===== config.mk =====
export PLATFORM = sky130hd
export DESIGN_NAME = ifu_fetch
export DESIGN_NICKNAME = d
export VERILOG_FILES = /design/src/rtl/ifu_fetch.sv
export SDC_FILE = /design/constraint.sdc
export NUM_CORES = 1
export LEC_CHECK = 0
export ABC_CLOCK_PERIOD_IN_PS = 3000
export CAP_MARGIN = 10
export CORE_MARGIN = 3
export CORE_UTILIZATION = 47
export CTS_BUF_LIST = sky130_fd_sc_hd__clkbuf_16
export DETAILED_ROUTE_END_ITERATION = 7
export PLACE_DENSITY = 0.82
export SLEW_MARGIN = 25
export SYNTH_ARGS = -nofsm -noshare
export SYNTH_HDL_FRONTEND = slang
export SYNTH_SLANG_ARGS = --single-unit

===== constraint.sdc =====
create_clock -name clk -period 3 [get_ports clk]
set_input_delay 0.3 -clock clk [delete_from_list [all_inputs] [get_ports clk]]
set_output_delay 0.3 -clock clk [all_outputs]
set_load 0.02 [all_outputs]

===== src/rtl/ifu_fetch.sv =====
// Instruction fetch unit: owns the PC, issues one imem read at a time, hands words to decode.
// Latency: request acceptance to inst_valid = memory latency + 1 cycle.
// Backpressure: imem_req_valid held with stable addr until accepted; inst held in HOLD until inst_ready.
module ifu_fetch #(
   parameter int unsigned     XLEN     = 64,
   parameter logic [XLEN-1:0] RESET_PC = 64'h8000_0000
) (
   input  logic            clk,
   input  logic            rst,
   output logic            imem_req_valid,
   input  logic            imem_req_ready,
   output logic [XLEN-1:0] imem_req_addr,
   input  logic            imem_resp_valid,
   input  logic [31:0]     imem_resp_data,
   output logic            inst_valid,
   input  logic            inst_ready,
   output logic [31:0]     inst,
   output logic [XLEN-1:0] inst_pc,
   input  logic            redirect_valid,
   input  logic [XLEN-1:0] redirect_pc,
   output logic            fetch_misaligned,
   output logic [63:0]     fetch_count
);

   typedef enum logic [1:0] {
      REQ  = 2'd0,
      WAIT = 2'd1,
      HOLD = 2'd2,
      ERR  = 2'd3
   } state_t;

   state_t          state_q, state_d;
   logic [XLEN-1:0] pc_q, pc_d;
   logic            kill_q, kill_d;
   logic [31:0]     inst_q, inst_d;
   logic [XLEN-1:0] inst_pc_q, inst_pc_d;
   logic            misaligned_q, misaligned_d;
   logic [63:0]     count_q, count_d;

   logic            req_acc;
   logic            redir_bad;

   assign imem_req_valid   = (state_q == REQ) && !rst;
   assign imem_req_addr    = pc_q;
   assign inst_valid       = (state_q == HOLD) && !rst;
   assign inst             = inst_q;
   assign inst_pc          = inst_pc_q;
   assign fetch_misaligned = misaligned_q;
   assign fetch_count      = count_q;

   assign req_acc   = imem_req_valid && imem_req_ready;
   assign redir_bad = redirect_pc[1:0] != 2'b00;

   // Next-state and datapath updates; a redirect always wins over the sequential pc+4.
   always_comb begin
      state_d      = state_q;
      pc_d         = pc_q;
      kill_d       = kill_q;
      inst_d       = inst_q;
      inst_pc_d    = inst_pc_q;
      misaligned_d = misaligned_q;
      count_d      = count_q;

      unique case (state_q)
         REQ: begin
            if (redirect_valid) begin
               if (redir_bad) begin
                  // Any response to a request accepted now is ignored in ERR.
                  misaligned_d = 1'b1;
                  state_d      = ERR;
               end else begin
                  pc_d = redirect_pc;
                  if (req_acc) begin
                     kill_d  = 1'b1;
                     state_d = WAIT;
                  end
               end
            end else if (req_acc) begin
               state_d = WAIT;
            end
         end

         WAIT: begin
            if (redirect_valid) begin
               if (redir_bad) begin
                  misaligned_d = 1'b1;
                  state_d      = ERR;
               end else begin
                  pc_d = redirect_pc;
                  if (imem_resp_valid) begin
                     // The in-flight word belongs to the old path; drop it now.
                     kill_d  = 1'b0;
                     state_d = REQ;
                  end else begin
                     kill_d = 1'b1;
                  end
               end
            end else if (imem_resp_valid) begin
               if (kill_q) begin
                  // pc already holds the redirect target.
                  kill_d  = 1'b0;
                  state_d = REQ;
               end else begin
                  inst_d    = imem_resp_data;
                  inst_pc_d = pc_q;
                  state_d   = HOLD;
               end
            end
         end

         HOLD: begin
            // A handshake coinciding with a redirect still counts: that word is the jump.
            if (inst_ready) begin
               count_d = count_q + 64'd1;
            end
            if (redirect_valid) begin
               if (redir_bad) begin
                  misaligned_d = 1'b1;
                  state_d      = ERR;
               end else begin
                  pc_d    = redirect_pc;
                  state_d = REQ;
               end
            end else if (inst_ready) begin
               pc_d    = pc_q + XLEN'(4);
               state_d = REQ;
            end
         end

         ERR: begin
            // Terminal until reset; responses and redirects ignored.
            state_d = ERR;
         end

         default: begin
            state_d = REQ;
         end
      endcase
   end

   // State and datapath registers with synchronous reset.
   always_ff @(posedge clk) begin
      if (rst) begin
         state_q      <= REQ;
         pc_q         <= RESET_PC;
         kill_q       <= 1'b0;
         inst_q       <= 32'd0;
         inst_pc_q    <= '0;
         misaligned_q <= 1'b0;
         count_q      <= 64'd0;
      end else begin
         state_q      <= state_d;
         pc_q         <= pc_d;
         kill_q       <= kill_d;
         inst_q       <= inst_d;
         inst_pc_q    <= inst_pc_d;
         misaligned_q <= misaligned_d;
         count_q      <= count_d;
      end
   end

endmodule

==> flow_summary.yaml, run 1 <==
logic_synthesis:
  synth_compound_area_share_pct: 20.3
  async_flop_share_pct: 0
  yosys.area_share.simple_pct: 28.9
  synthAdderAreaFrac_pct: 0.234
  yosysUniqueCellTypes: 68
  ys_ff_latch: 228
  muxShareOfSynthArea_pct: 1.04
  synth_edf_count: 0
  synth.avg_cell_area_um2: 7.87
  synth_cells: 1359
  ys_seq_area_share_pct: 42.7
  syn-num-nets: 1463
  synth_top_family_by_area: "simple AND/OR/NAND/NOR gates"
  yosysWarnings: 0
  synth_flop_cell: "dfxtp_1"
  synth_area_um2: 10700
  synth-xor-area-share_pct: 2.05
global_routing:
  grt_max_degree: 127
  grt_pass1_wl_mm: 59.5
  grt_antenna_before_repair: 3
  grt_pass1_vias: 11100
  track_usage_pct: 29.6
  grt_overflow_total: 0
run_status:
  outcome: "finished, final reports clean"
cells_and_area:
  seq_area_um2: 4560
  fillers: 1814
  final_nets: 1767
  drive_above_1_share_pct: 7.14
  multiInputGateArea_um2: 5650
  syn_to_final_growth_pct: 42.0
power:
  p_int_uw: 5290
  p_seq_share_pct: 45.1
  p_clk_share_pct: 42.1
  p_comb_share_pct: 12.8
  ir_worst_vdd_mv: 0.407
  powerDensity_nw_per_um2: 471
  power.switching_uw: 1860
  leakage_uw: 0.00492
  switching_share_pct: 26.0
drt:
  viasPerCell: 6.05
  ant_nets: 0
  drt-pass1-iter-count: 6
  num_vias: 11900
  drtIter0Drc: 1140
  routedWlPerCell_um: 19.5
  wirelength_mm: 38.3
  drc: 0
critical_path:
  reg2reg_depth: 6
  cp_common_cell: "or4_1"
  critPathMaxStageDelay_ps: 590
  reg2reg_slack_ps: 320
  crit_family: "simple AND/OR/NAND/NOR gates"
  r2r_start: "fetch_count[37]$_SDFFE_PP0P_"
  crit_buf_inv: 1
  critPathArrivalTime_ps: 3130
  crit_chain: "nand4_1, or4_1, or3_1, buf_4, or4_1, a21oi_1"
  worst-path-stages: 6
  critPathKind: "reg -> reg"
  worstSetupStartpoint: "fetch_count[37]$_SDFFE_PP0P_"
  critical_path.max_fanout: 20
  end_kind: "register"
  cp_slowest_cell: "or4_1"
  start_kind: "register"
  reg2reg_to: "fetch_count[51]$_SDFFE_PP0P_"
  cp.required_ps: 3450
  worstSetupEndpoint: "fetch_count[51]$_SDFFE_PP0P_"
place:
  port_buffers: 328
  globalplace.congestion: 0.967
  dp_hpwl_mm: 27.3
timing:
  fin_crit_ps: 2680
  fmax_mhz: 373
  hold_viol: 0
  relSlewSlack_pct: 51.3
  setup_violations: 0
  fin_crit_sh_pct: 89.4
  hold-worst-slack_ps: 245
  worst_slew_pin_slew_ps: 724
  grt_setup_unrepaired: "false"
  setup_tns_ps: 0
  slew_violations: 0
  finClkSkew_ps: 15.5
die:
  core_area_um2: 22100
  initial_core_util_pct: 48.4
  die_w_um: 157
  io_pins: 329
  num_rows: 54
  dieArea_um2: 24600
  die_h_um: 157
run:
  cap_violations: 0
min_path:
  hold_class: "in -> reg"
clocking:
  root_buffer: "clkbuf_16"
  cts_resized: 0
  path_clk_slew_ps: 60
  clock_latency_ps: 520
  cts_made_buffers: 25
  postCtsSetupBuffers: 0
  ctsHoldBuffers: 0
  cts_max_level: 1
  cts_buffer_depth: 3
  tritoncts: "yes"
  clock_sinks: 228
cell usage after synthesis, types with 9 or more instances:
cell type | number | share of area, %
nand2_1 | 268 | 9.4
dfxtp_1 | 228 | 43
a21oi_1 | 168 | 7.9
clkbuf_1 | 87 | 3.1
nor2_1 | 75 | 2.6
o21ai_0 | 41 | 1.9
nand4_1 | 40 | 2.3
nor3_1 | 38 | 1.8
nand3_1 | 36 | 1.7
or4_1 | 29 | 2.0
nor4_1 | 27 | 1.6
o31ai_1 | 26 | 1.8
and3_1 | 21 | 1.2
and4_1 | 19 | 1.6
or3_1 | 19 | 1.1
a211oi_1 | 18 | 1.3
inv_1 | 18 | 0.63
o221ai_1 | 17 | 1.4
xor2_1 | 16 | 1.3
a311oi_1 | 12 | 0.98
and2_1 | 12 | 0.70
a22oi_1 | 10 | 0.70
mux2i_1 | 10 | 0.94
a31oi_1 | 9 | 0.53
xnor2_1 | 9 | 0.74
flip-flops by register name, summed over array words and instances (netlist names):
| name | cells |
|---|---|
| state_q | 2 |
| fetch_count | 64 |
| fetch_misaligned | 1 |
| imem_req_addr | 64 |
| inst_pc | 64 |
| kill_q | 1 |
| inst | 32 |
worst register-to-register path: stages, from the launching register on:
cell	delay, ps
dfxtp_1	410
nand4_1	200
or4_1	590
or3_1	510
buf_4	260
or4_1	490
a21oi_1	150
final cells by class:
class	count	area share, %
antenna	1	0.0165
timing repair buffer	383	24.8
tap	280	2.31
clock inverter	19	1.09
inverter	18	0.445
sequential	228	30.1
multi-input combinational	1007	37.2
clock buffer	25	4.12
cells in the final DEF (no fill, tap or decap), drive strengths merged, types with 4 or more instances in the layout:
cell             n
nand3           39
xnor2            9
o21ai           41
clkdlybuf4s50  327
a211oi          18
o221ai          17
inv             23
o211ai           7
and2            12
a311oi          12
a31oi            9
buf             56
a221oi           4
nand4           41
a21oi          168
clkbuf          25
nor4            29
nor3b            7
clkinv          10
dfxtp          228
nor2            75
a22oi           10
nand2          268
o31ai           26
o22ai            5
and3            24
or4             32
or2              5
nor3            38
mux2i           10
or3             19
and4            21
a211o            4
xor2            16
metal layers:
metal  up-vias  routed length (µm)  global-route usage (%)
met1      5521               15100                    37.1
li1       5574                   -                       -
met2       656               17700                    48.5
met4         4                1620                    11.9
met3       118                3800                    7.96
met5         -                  23                       0
power groups by stage:
stage | registers, µW | clock network [µW] | logic, µW
5_1_grt | 3230 | 3170 | 974
2_1_floorplan | 3360 | 0 | 338
3_5_place_dp | 3290 | 0 | 905
4_1_cts | 3220 | 3060 | 910
3_3_place_gp | 3280 | 0 | 895
6_report | 3220 | 3010 | 916
through the flow:
| step | setup slack, ps | instance area, µm² | cells | utilization, % | total power (µW) |
|---|---|---|---|---|---|
| floorplan | 510 | 10700 | 1359 | - | 3700 |
| detailed placement | 111 | 14400 | 1916 | 65.1 | 4190 |
| CTS | 335 | 15200 | 1960 | 68.7 | 7190 |
| global route | 109 | 15200 | 1961 | 68.7 | 7380 |
| finish | 317 | 15200 | 1961 | 68.7 | 7150 |
| global placement | 264 | 14400 | 1916 | 65.1 | 4180 |
worst min-delay path by stage:
stage,from,to,cells past startpoint
global route,rst,fetch_count[2]$_SDFFE_PP0P_,2
floorplan,imem_req_ready,state_q[0]$_SDFFE_PP0P_,2
finish,rst,inst_pc[36]$_SDFFE_PP0P_,2
CTS,rst,imem_req_addr[7]$_SDFFE_PP0P_,2
global placement,inst_pc[62]$_SDFFE_PP0P_,inst_pc[62]$_SDFFE_PP0P_,2
detailed placement,inst[27]$_SDFFE_PP0P_,inst[27]$_SDFFE_PP0P_,2
logic make-up after synthesis:
logic type | Yosys count
multiplexers | 11
AO/OA/AOI/OAI | 349
buffers and inverters | 124
AND/OR/NAND/NOR | 620
flip-flops | 228
adder cells (fa/ha/maj) | 2
XOR/XNOR | 25
(Power assumes the default switching activity.)
==> run 2: changes to the inputs <==
--- a/config.mk
+++ b/config.mk
@@ -12,6 +12,8 @@
 export CTS_BUF_LIST = sky130_fd_sc_hd__clkbuf_16
 export DETAILED_ROUTE_END_ITERATION = 7
 export PLACE_DENSITY = 0.82
+export RECOVER_POWER = 25
+export SETUP_SLACK_MARGIN = 0.2
 export SLEW_MARGIN = 25
 export SYNTH_ARGS = -nofsm -noshare
 export SYNTH_HDL_FRONTEND = slang
==> flow_summary.yaml, run 2 (synthesized netlist as in run 1, its figures left out) <==
timing:
  setup_tns_ps: 0
  fin_crit_sh_pct: 86.6
  finClkSkew_ps: 15.6
  fmax_mhz: 385
  setup_violations: 0
  fin_crit_ps: 2600
  slew_violations: 0
  worst_slew_pin_slew_ps: 841
  layout_setup_ws_ps: 403
  relSlewSlack_pct: 44.0
  grt_setup_unrepaired: "true"
  hold_viol: 0
power:
  p_comb_share_pct: 12.7
  power.switching_uw: 1850
  ir_worst_vdd_mv: 0.399
  p_clk_share_pct: 42.2
  powerDensity_nw_per_um2: 471
  leakage_uw: 0.00515
  switching_share_pct: 26.0
  p_seq_share_pct: 45.1
  p_int_uw: 5290
drt:
  num_vias: 11900
  routedWlPerCell_um: 19.5
  ant_nets: 0
  wirelength_mm: 38.3
  drc: 0
  drtIter0Drc: 1155
  viasPerCell: 6.05
  drt-pass1-iter-count: 5
run_status:
  outcome: "finished, final reports clean"
critical_path:
  critPathKind: "reg -> reg"
  critical_path.max_fanout: 10
  end_kind: "register"
  critPathArrivalTime_ps: 3040
  reg2reg_slack_ps: 400
  start_kind: "register"
  cp.required_ps: 3440
global_routing:
  grt_pass1_vias: 11100
  grt_antenna_before_repair: 3
  grt_overflow_total: 0
  track_usage_pct: 29.6
  grt_max_degree: 127
  grt_pass1_wl_mm: 59.5
die:
  die_h_um: 157
  core_area_um2: 22100
  dieArea_um2: 24600
  initial_core_util_pct: 48.4
  die_w_um: 157
  io_pins: 329
  num_rows: 54
clocking:
  cts_made_buffers: 25
  clock_sinks: 228
  root_buffer: "clkbuf_16"
  cts_max_level: 1
  cts_buffer_depth: 3
  path_clk_slew_ps: 60
  tritoncts: "yes"
  ctsHoldBuffers: 0
  clock_latency_ps: 520
cells_and_area:
  drive_above_1_share_pct: 7.08
  mostFrequentLayoutCell: "nand2_1"
  final_cell_area_um2: 15200
  final_nets: 1767
  fillers: 1812
  syn_to_final_growth_pct: 41.9
  layout_common_cells: "nand2_1 (268), clkdlybuf4s50_1 (256), dfxtp_1 (228)"
place:
  port_buffers: 328
  dp_hpwl_mm: 27.3
  placed_area_um2: 14400
  globalplace.congestion: 0.967
  pre_cts_slack_ps: 111
min_path:
  hold_class: "in -> reg"
run:
  cap_violations: 0
[run 2: cell types whose count changed in the layout (fill, tap and decap cells not counted), sizes merged]
cell	delta
buf	-4
clkbuf	+4
clkdlybuf4s50	-71
diode	+1
dlygate4sd3	+71
[run 2: what timing repair did]
action                     in CTS  in global routing
hold endpoints to repair        0                  0
resized for setup               0                  2
setup buffers                   0                  0
setup endpoints to repair       0                 12
[run 2: path summary, 6_finish.rpt]
kind / start / to / cells past startpoint
max reg2reg: imem_req_addr[9]$_SDFFE_PP0P_ / imem_req_addr[47]$_SDFFE_PP0P_ / 5
min reg2reg: inst_pc[3]$_SDFFE_PP0P_ / inst_pc[3]$_SDFFE_PP0P_ / 2
min: rst / inst_pc[36]$_SDFFE_PP0P_ / 2
max: imem_req_addr[9]$_SDFFE_PP0P_ / imem_req_addr[47]$_SDFFE_PP0P_ / 5
[run 2: layout make-up]
type	count	area, µm²	share of cell area (%)
diodes	2	5.00	0.0330
clock buffers	25	626	4.12
clock inverters	19	165	1.09
inverters	18	67.6	0.445
multi-input cells	1007	5650	37.2
flip-flops and latches	228	4560	30.1
well taps	280	350	2.31
repair buffers	383	3750	24.7
[run 2: per-stage QoR]
| step | power [µW] | util [%] | std cells | hold slack [ps] |
|---|---|---|---|---|
| 5_1_grt | 7370 | 68.7 | 1961 | 266 |
| 3_3_place_gp | 4180 | 65.1 | 1916 | 441 |
| 6_report | 7140 | 68.7 | 1962 | 252 |
| 4_1_cts | 7190 | 68.7 | 1960 | 232 |
| 3_5_place_dp | 4190 | 65.1 | 1916 | 446 |
| 2_1_floorplan | 3700 | - | 1359 | 435 |
[run 2: worst max-delay path, cell delays in order, from the launching register on]
cell,delay (ps)
dfxtp_1,490
nand3_2,210
or4_1,590
or4_1,620
or4_1,520
o211ai_1,90
[run 2: routing by layer]
metal	vias to the layer above	global-route usage, %	wire, µm
met5	-	0	11
met4	2	11.9	1640
met3	123	7.96	3760
met2	621	48.5	17800
met1	5558	37.1	15100
li1	5572	-	-
[run 2: power groups by stage]
stage / registers [µW] / clock network [µW] / logic (µW)
2_1_floorplan: 3360 / 0 / 338
3_3_place_gp: 3280 / 0 / 895
3_5_place_dp: 3290 / 0 / 905
4_1_cts: 3220 / 3060 / 910
5_1_grt: 3230 / 3170 / 965
6_report: 3220 / 3010 / 907
==> run 3: changes to the inputs <==
==> constraint.sdc (replaced) <==
create_clock -name clk -period 3 [get_ports clk]
set_input_delay 0.3 -clock clk [delete_from_list [all_inputs] [get_ports clk]]
set_output_delay 0.3 -clock clk [all_outputs]
set_load 0.005 [all_outputs]
==> flow_summary.yaml, run 3 (synthesized netlist as in run 1, its figures left out) <==
critical_path:
  cp.required_ps: 3440
  cp_common_cell: "or4_1"
  crit_family: "simple AND/OR/NAND/NOR gates"
  crit_buf_inv: 0
  critPathKind: "reg -> reg"
  end_kind: "register"
  start_kind: "register"
  crit_chain: "nand3_2, or4_1, or4_1, or4_1, o211ai_1"
  critPathArrivalTime_ps: 3050
  critical_path.max_fanout: 10
  cp_slowest_cell: "or4_1"
  critPathMaxStageDelay_ps: 640
drt:
  viasPerCell: 6.00
  drtIter0Drc: 903
  wirelength_mm: 38.0
  drc: 0
  num_vias: 11800
  drt-pass1-iter-count: 5
  routedWlPerCell_um: 19.4
  ant_nets: 0
timing:
  hold-worst-slack_ps: 253
  hold_viol: 0
  grt_setup_unrepaired: "false"
  slew_violations: 0
  setup_violations: 0
  relSlewSlack_pct: 48.4
  layout_setup_ws_ps: 392
  fmax_mhz: 383
  finClkSkew_ps: 15.6
  fin_crit_ps: 2610
  worst_slew_pin_slew_ps: 774
  setup_tns_ps: 0
  fin_crit_sh_pct: 86.9
clocking:
  clock_sinks: 228
  clock_latency_ps: 520
  root_buffer: "clkbuf_16"
  cts_max_level: 1
  cts_made_buffers: 25
  path_clk_slew_ps: 60
  tritoncts: "yes"
  cts_buffer_depth: 3
place:
  globalplace.congestion: 0.975
  port_buffers: 328
  pre_cts_slack_ps: 121
  placed_area_um2: 14400
  dp_hpwl_mm: 27.0
cells_and_area:
  diodes: 0
  mostFrequentLayoutCell: "nand2_1"
  layout_common_cells: "nand2_1 (268), dfxtp_1 (228), clkdlybuf4s50_1 (227)"
  final_cell_area_um2: 15200
  syn_to_final_growth_pct: 42.0
  final_nets: 1767
  drive_above_1_share_pct: 7.02
  fillers: 1785
die:
  num_rows: 54
  initial_core_util_pct: 48.4
  io_pins: 329
  core_area_um2: 22100
  die_h_um: 157
  die_w_um: 157
  dieArea_um2: 24600
global_routing:
  track_usage_pct: 29.5
  grt_overflow_total: 0
  grt_antenna_before_repair: 2
  grt_pass1_vias: 11100
  grt_max_degree: 127
  grt_pass1_wl_mm: 59.1
power:
  ir_worst_vdd_mv: 0.432
  powerDensity_nw_per_um2: 462
  leakage_uw: 0.00526
  power_uw: 7020
run_status:
  outcome: "finished, final reports clean"
min_path:
  hold_class: "in -> reg"
run:
  cap_violations: 0
-- run 3: per-layer routing --
layer / vias to the layer above / GRT usage (%) / share of wire (%)
met5: - / 0 / 0.084
met4: 4 / 11.5 / 3.7
met3: 102 / 7.77 / 9.8
met2: 570 / 49.0 / 47
met1: 5499 / 36.5 / 40
li1: 5592 / - / -
-- run 3: area by class of cell --
type,instances,area [µm²],share of cell area (%)
inverters,18,67.6,0.445
well taps,280,350,2.31
clock inverters,20,161,1.06
multi-input cells,1007,5670,37.3
flip-flops and latches,228,4560,30.1
repair buffers,383,3750,24.7
clock buffers,25,626,4.12
-- run 3: where the power goes --
part	switching (µW)	internal [µW]
combinational	404	405
sequential	108	3110
clock	1230	1760
-- run 3: timing repair --
| item | CTS | global route |
|---|---|---|
| resized for setup | 0 | 3 |
| setup buffers | 0 | 0 |
| setup endpoints to repair | 0 | 9 |
| endpoints found under the hold margin | 0 | 0 |
| hold buffers | 0 | 0 |
-- run 3: metrics by stage --
| stage | utilization [%] | instances |
|---|---|---|
| 3_5_place_dp | 65.1 | 1916 |
| 2_1_floorplan | - | 1359 |
| 4_1_cts | 68.7 | 1961 |
| 6_report | 68.7 | 1961 |
| 3_3_place_gp | 65.1 | 1916 |
| 5_1_grt | 68.7 | 1961 |
-- run 3: worst paths after layout --
check                                        end  slack, ps                           from  cells after the start
setup / recovery  imem_req_addr[47]$_SDFFE_PP0P_        390  imem_req_addr[9]$_SDFFE_PP0P_                      5
hold reg to reg             inst[5]$_SDFFE_PP0P_        450           inst[5]$_SDFFE_PP0P_                      2
hold / removal          inst_pc[36]$_SDFFE_PP0P_        250                            rst                      2
setup reg to reg  imem_req_addr[47]$_SDFFE_PP0P_        390  imem_req_addr[9]$_SDFFE_PP0P_                      5
-- run 3: worst register-to-register path: stages (launching register included) --
cell and delay (ps):
dfxtp_1 490, nand3_2 200, or4_1 590, or4_1 640, or4_1 540, o211ai_1 90
